--- src/rtl/ysyx_25040109_inst_queue_if.sv ---
// Handshake bundle between the fetch memory side and the IDU for the instruction queue.
// The slave modport is the queue's side; the master modport is the side that drives the queue.
interface ysyx_25040109_inst_queue_if #(
    parameter int DATA_W = 32,
    parameter int DEPTH  = 4
);
    localparam int CNT_W = $clog2(DEPTH + 1);

    logic              flush;
    logic              in_valid;
    logic [DATA_W-1:0] in_data;
    logic              in_ready;
    logic              out_valid;
    logic [DATA_W-1:0] out_data;
    logic              out_ready;
    logic [CNT_W-1:0]  count;

    modport slave (
        input  flush, in_valid, in_data, out_ready,
        output in_ready, out_valid, out_data, count
    );

    modport master (
        output flush, in_valid, in_data, out_ready,
        input  in_ready, out_valid, out_data, count
    );
endinterface

--- src/rtl/ysyx_25040109_inst_queue.sv ---
// Instruction queue between memory and the IDU: a circular buffer with an optional
// combinational pass-through when empty, and a flush that drops everything stored.
module ysyx_25040109_inst_queue #(
    parameter int DATA_W = 32,
    parameter int DEPTH  = 4,
    parameter int BYPASS = 1
) (
    input logic                        clk,
    input logic                        rst,
    ysyx_25040109_inst_queue_if.slave  bus
);
    localparam int CNT_W = $clog2(DEPTH + 1);
    localparam int PTR_W = $clog2(DEPTH);
    localparam bit BYP   = (BYPASS != 0);
    localparam logic [CNT_W-1:0] FULL_CNT = CNT_W'(DEPTH);

    logic [DATA_W-1:0] mem [DEPTH];
    logic [PTR_W-1:0]  rd_ptr;
    logic [PTR_W-1:0]  wr_ptr;
    logic [CNT_W-1:0]  count;
    logic [CNT_W-1:0]  count_next;

    logic empty;
    logic full;
    logic push;
    logic pop;
    logic pass_thru;
    logic wr_en;
    logic rd_en;

    assign empty = (count == '0);
    assign full  = (count == FULL_CNT);

    assign bus.in_ready  = !rst && !bus.flush && (!full || bus.out_ready);
    assign bus.out_valid = !rst && !bus.flush && (!empty || (BYP && bus.in_valid));
    assign bus.out_data  = (empty && BYP) ? bus.in_data : mem[rd_ptr];
    assign bus.count     = count;

    assign push = bus.in_valid && bus.in_ready;
    assign pop  = bus.out_valid && bus.out_ready;

    // An empty queue that both accepts and delivers in one cycle never touches the array.
    assign pass_thru = empty && BYP && push && pop;
    assign wr_en     = push && !pass_thru;
    assign rd_en     = pop && !pass_thru;

    always_comb begin
        count_next = count;
        if (wr_en && !rd_en) begin
            count_next = count + 1'b1;
        end else if (rd_en && !wr_en) begin
            count_next = count - 1'b1;
        end
    end

    always_ff @(posedge clk) begin
        if (rst || bus.flush) begin
            count  <= '0;
            rd_ptr <= '0;
            wr_ptr <= '0;
        end else begin
            count <= count_next;
            if (wr_en) begin
                wr_ptr <= wr_ptr + 1'b1;
            end
            if (rd_en) begin
                rd_ptr <= rd_ptr + 1'b1;
            end
        end
    end

    // Storage is never cleared; count and pointers alone define what is valid.
    always_ff @(posedge clk) begin
        if (wr_en) begin
            mem[wr_ptr] <= bus.in_data;
        end
    end
endmodule

--- src/flat_wrapper.sv ---
// flat-port wrapper written by rule: the top's interface ports become plain ports
module ysyx_25040109_inst_queue_flat 
#(
    parameter int DATA_W = 32,
    parameter int DEPTH  = 4,
    parameter int BYPASS = 1
)
  (clk, rst, bus_flush, bus_in_valid, bus_in_data, bus_out_ready, bus_in_ready, bus_out_valid, bus_out_data, bus_count);
  ysyx_25040109_inst_queue_if #(.DATA_W(DATA_W), .DEPTH(DEPTH)) bus_i ();
  input logic clk;
  input logic rst;
  input wire logic [$bits(bus_i.flush)-1:0] bus_flush;
  input wire logic [$bits(bus_i.in_valid)-1:0] bus_in_valid;
  input wire logic [$bits(bus_i.in_data)-1:0] bus_in_data;
  input wire logic [$bits(bus_i.out_ready)-1:0] bus_out_ready;
  output wire logic [$bits(bus_i.in_ready)-1:0] bus_in_ready;
  output wire logic [$bits(bus_i.out_valid)-1:0] bus_out_valid;
  output wire logic [$bits(bus_i.out_data)-1:0] bus_out_data;
  output wire logic [$bits(bus_i.count)-1:0] bus_count;
  assign bus_i.flush = bus_flush;
  assign bus_i.in_valid = bus_in_valid;
  assign bus_i.in_data = bus_in_data;
  assign bus_i.out_ready = bus_out_ready;
  assign bus_in_ready = bus_i.in_ready;
  assign bus_out_valid = bus_i.out_valid;
  assign bus_out_data = bus_i.out_data;
  assign bus_count = bus_i.count;
  ysyx_25040109_inst_queue #(.DATA_W(DATA_W), .DEPTH(DEPTH), .BYPASS(BYPASS)) u_core (.clk(clk), .rst(rst), .bus(bus_i));
endmodule
--- config.mk ---
export PLATFORM = sky130hd
export DESIGN_NAME = ysyx_25040109_inst_queue_flat
export DESIGN_NICKNAME = d
export VERILOG_FILES = /design/src/rtl/ysyx_25040109_inst_queue_if.sv /design/src/rtl/ysyx_25040109_inst_queue.sv /design/src/flat_wrapper.sv
export SDC_FILE = /design/constraint.sdc
export NUM_CORES = 1
export LEC_CHECK = 0
export CORE_ASPECT_RATIO = 2
export CORE_MARGIN = 10
export CORE_UTILIZATION = 49
export CTS_BUF_LIST = sky130_fd_sc_hd__clkbuf_16
export DETAILED_ROUTE_END_ITERATION = 8
export GPL_ROUTABILITY_DRIVEN = 0
export PLACE_DENSITY = 0.75
export SETUP_SLACK_MARGIN = 0.05
export SYNTH_ARGS = -nofsm -noshare
export SYNTH_HDL_FRONTEND = slang
export SYNTH_SLANG_ARGS = --single-unit
--- constraint.sdc ---
create_clock -name clk -period 3.2 [get_ports clk]
set_clock_uncertainty 0.2 [all_clocks]
set_input_delay 0.96 -clock clk [delete_from_list [all_inputs] [get_ports clk]]
set_output_delay 0.96 -clock clk [all_outputs]
set_load 0.005 [all_outputs]
* Word level (Yosys, flattened, before mapping)
Memory sizes are Yosys's and may differ from the RTL's. A register that Yosys moved wholly into a read port is not among the register bits. Cells that the tools add are included.
Storage, ports and cells: register bits after elaboration 7, latch bits 0, memory bits (writable) 128, bits in read-only memories 0, bits of input ports 37, output and inout bits 37, logic and storage cells 39, memories 1
Operators by class: add/sub/neg operators 4, multipliers 0, div/mod/pow operators 0, magnitude comparators 0, equality and inequality tests 1, shifts and indexed selects 0, mux-type cells 7, bitwise logic cells 0, reductions and logical operators 23
Memory list:
- u_core.mem | words 4, width 32, read ports 1, clocked after memory_dff 1, write ports 1, line ysyx_25040109_inst_queue.sv:17 | logic [DATA_W-1:0] mem [DEPTH];
Operators by type and width (count):
- 32-bit two-way mux | 1
- 1-bit logical AND | 11
- 1-bit zero test | 7
- 3-bit two-way mux | 2
- 2-bit by 1-bit adder with 2-bit output, second input constant | 2
- 2-bit two-way mux | 2
- 3-bit by 1-bit adder with 3-bit output, second input constant | 1
- 3-bit == test, second input constant | 1
- 3-bit zero test | 1
- 1-bit logical OR | 3
- 3-bit by 1-bit subtractor with 3-bit output, second input constant | 1
- 1-bit two-way mux | 2
- 2-bit nonzero test | 1

* Depth between registers and ports, before layout
depth after elaboration 13, gate-level depth with buffers 9, mapped depth without buffers 8

* Worst setup path after synthesis
OpenSTA, ideal clock, no wires.
path type input-to-reg, from in bus_flush, to reg u_core.count[2] (netlist: u_core.bus.count[2]), library setup time 0.071 ns, data arrival time 2.869 ns, required time 2.929 ns, slack 0.060 ns, stages 9, buffers on the path 1, path through or2_2 -> clkbuf_1 -> a211oi_2 -> ha_1 -> inv_1 -> fa_1 -> xor2_1 -> or3_1 -> a21oi_1
Between the ends: word-level cells in the longest chain between the ends 11, elaborated cells between the ends (all ways) 18, those cells by class mux (1); reduce/logical (17)
RTL lines:
- from (decl) | line flat_wrapper.sv:12 | input wire logic [$bits(bus_i.flush)-1:0] bus_flush;
- 1-bit zero test (*) | line ysyx_25040109_inst_queue.sv:34, ysyx_25040109_inst_queue.sv:35
- 1-bit logical AND (*) | line ysyx_25040109_inst_queue.sv:34, ysyx_25040109_inst_queue.sv:35
- 1-bit logical AND | line ysyx_25040109_inst_queue.sv:34 | assign bus.in_ready = !rst && !bus.flush && (!full || bus.out_ready);
- 1-bit logical AND | line ysyx_25040109_inst_queue.sv:39 | assign push = bus.in_valid && bus.in_ready;
- 1-bit logical AND (2 in a row) | line ysyx_25040109_inst_queue.sv:43 | assign pass_thru = empty && BYP && push && pop;
- 1-bit zero test | line ysyx_25040109_inst_queue.sv:44 | assign wr_en = push && !pass_thru;
- 1-bit logical AND (*) | line ysyx_25040109_inst_queue.sv:44
- via u_core.wr_en | line ysyx_25040109_inst_queue.sv:28 | logic wr_en;
- 1-bit zero test | line ysyx_25040109_inst_queue.sv:51 | end else if (rd_en && !wr_en) begin
- 1-bit logical AND | line ysyx_25040109_inst_queue.sv:51
- 2-bit nonzero test (no line)
- to (signal assigned) | line ysyx_25040109_inst_queue.sv:62 | count <= count_next;
- to (decl) | line ysyx_25040109_inst_queue.sv:20 | logic [CNT_W-1:0] count;
The timed path passes the listed nets; every way through them passes the cells marked *. A chain may end at the register's enable or synchronous reset.

==> flow_summary.json <==
{
  "status": "completed",
  "nNetsFinal": 463,
  "r2r_end": "u_core.mem[2][19]$_DFFE_PP_",
  "worstMarginPinSlew_ns": 0.457,
  "drtIter0Drc": 216,
  "fin_util_pct": 72.0,
  "syn_nets": 304,
  "antenna_found_initial": 0,
  "cpMostUsedCell": "buf_12",
  "critical_path.cell_chain": "buf_12 > buf_12 > buf_12 > mux4_2 > mux2_4 > buf_6",
  "r2r_setup_slack_ns": 0.65,
  "vias": 3074,
  "holdWs_ns": 0.310,
  "p_leak_nw": 2.87,
  "place_area_um2": 6880,
  "critPathCaptureType": "output pin",
  "arrival_ns": 2.03,
  "drt-pass1-iter-count": 4,
  "max-slew-margin-rel_pct": 69.4,
  "synth_cells": 261,
  "totalWireLength_um": 12000,
  "hold_end": "u_core.wr_ptr[0]$_SDFFE_PP0P_",
  "fp.dieArea_um2": 16200,
  "h-tree-depth": 4,
  "max_freq_mhz": 313,
  "synth-seq-cells": 137,
  "grt.total_usage_pct": 15.1,
  "rows": 54,
  "cp-start-kind": "register",
  "grt_max_degree": 21,
  "tns_ns": 0,
  "rsz0062_at_grt": "yes",
  "hp-start": "u_core.wr_ptr[0]$_SDFFE_PP0P_",
  "finalCritPeriodShare_pct": 99.8,
  "die_h_um": 170,
  "die_w_um": 95.1,
  "first_global_vias": 3416,
  "timing.final.crit_period_ns": 3.19,
  "boundaryPins": 74,
  "hold_viol": 0,
  "cp_slowest_cell": "mux4_2",
  "nFillCells": 680,
  "fp.coreArea_um2": 11000,
  "drv_slew": 0,
  "drive_above_1_share_pct": 49.7,
  "diodes": 0,
  "synth_cell_types": 28,
  "yosysWarnings": 0,
  "hold_depth": 2,
  "cts_sinks": 137,
  "setup_violations": 0,
  "powerDensity_nw_per_um2": 535,
  "ff2ff_path_depth": 10,
  "cts_tree": "built",
  "io_buffers": 73,
  "clk_latency_ns": 0.41,
  "crit_required_ns": 2.04,
  "peakVddDrop_mv": 0.534,
  "hold_class": "reg -> reg",
  "synth_area_per_cell_um2": 21.2,
  "cpPeakStageDelay_ns": 0.48,
  "grt.overflow.total": 0,
  "fin_area_um2": 7930,
  "dpl.hpwl_um": 7600,
  "ant_nets": 0,
  "initial_core_util_pct": 50.2,
  "mostFrequentLayoutCells": "edfxtp_1 (128), buf_4 (53), clkdlybuf4s50_1 (38), mux4_2 (32), buf_6 (24)",
  "ys.flop_type": "edfxtp_1",
  "area_growth_pct": 43.4,
  "viasPerCell": 5.36,
  "yosysSeqAreaShare_pct": 72.8,
  "maxCapViolCount": 0,
  "ctsLongestPathBuffers": 2,
  "cts_hold_buf": 0,
  "drcViolationCount": 0,
  "place_inst": 516,
  "synth_area_um2": 5530,
  "detail_route.wl_per_cell_um": 21.0,
  "seq_area_um2": 4030,
  "crit_fanout": 5,
  "numCtsBuffers": 17,
  "reg2reg_from": "u_core.bus.count[0]$_SDFFE_PP0P_",
  "clk_pin_slew_ns": 0.06,
  "crit_type": "reg -> out",
  "synthArstFlopShare_pct": 0,
  "layout_commonest_cell": "edfxtp_1",
  "cts_root_buf": "clkbuf_16",
  "fin_cells": 573,
  "multi_input_area_um2": 1510,
  "grt_first_pass_wirelength_um": 18200,
  "synth_edf_count": 128
}
## how the worst max path moves through the flow
stage	startpoint	cells after the start	end	slack [ns]
after floorplan	bus_flush	9	u_core.bus.count[2]$_SDFFE_PP0P_	0.06
after global placement	bus_flush	4	bus_in_ready	-0.36
after detailed placement	bus_flush	10	u_core.bus.count[2]$_SDFFE_PP0P_	-0.46
after CTS	register	5	bus_out_data[30]	-0.09
after global routing	register	6	bus_out_data[0]	-0.07
final	register	6	bus_out_data[7]	0.007
## layout make-up
cell class | count | area share, %
sequential | 137 | 50.8
clock inverter | 15 | 2.30
tap | 140 | 2.21
inverter | 5 | 0.237
clock buffer | 17 | 5.37
multi-input combinational | 107 | 19.1
timing repair buffer | 152 | 20.0
## per-layer routing
metal  track usage, %  up-vias  share of wire [%]
met3             3.88       17                4.7
met1             15.6     1581                 35
met4             5.76        0                1.6
met5                0        -                  0
li1                 -     1387                  -
met2             27.7       89                 59
## cell usage after synthesis (2+ instances only)
master      n  area (µm²)
buf_2       5        25.0
and2_1      4        25.0
a21oi_1     3        15.0
buf_1       2        7.51
ha_1        5        62.6
nand2_1     3        11.3
buf_6       4        45.0
xor2_1      5        43.8
nor2_1      8        30.0
edfxtp_1  128        3840
mux2i_1     2        20.0
inv_1       5        18.8
mux2_2     32         360
or2_2       2        12.5
dfxtp_1     9         180
mux4_2     32         721
## repair_timing
action | 4_1_cts | 5_1_grt
endpoints found under the setup margin | 35 | 160
gates cloned | 3 | 5
resized for setup | 140 | 42
buffers inserted | 19 | 2
pin swaps | 3 | 4
## stage by stage
stage | total power [mW] | worst slack, ns
detailed placement | 2.29 | -0.464
global route | 4.38 | -0.0670
global placement | 2.28 | -0.359
finish | 4.25 | 0.00710
floorplan | 2.10 | 0.0605
CTS | 4.26 | -0.0923
## registers in the layout (all words and copies together), names as in the netlist, named ones only
signal,cells
u_core.bus.count,3
u_core.rd_ptr,2
u_core.wr_ptr,2
u_core.mem,128
## kinds of logic (layout without fill, tap and decap cells)
group / after synthesis / after routing / synth area share (%)
flops: 137 / 137 / 72.8
mux: 66 / 66 / 19.9
simple gates: 20 / 20 / 1.95
buf+inv: 17 / 189 / 1.81
compound gates: 10 / 10 / 1.27
fa+ha+maj: 6 / 6 / 1.49
xor+xnor: 5 / 5 / 0.792
## critical path, delay by kind of cell, from the launching register on
kind / cells / cell delay, ns
buffers and inverters: 4 / 0.45
flip-flops: 1 / 0.40
multiplexers: 2 / 0.76
## power breakdown
part	internal, mW	leakage [nW]	total [mW]	switching, mW
clock network	1.29	0.282	1.97	0.684
logic	0.189	1.36	0.298	0.108
registers	1.97	1.23	1.98	0.00594
total	3.45	2.87	4.25	0.798
(Power assumes the default switching activity.)
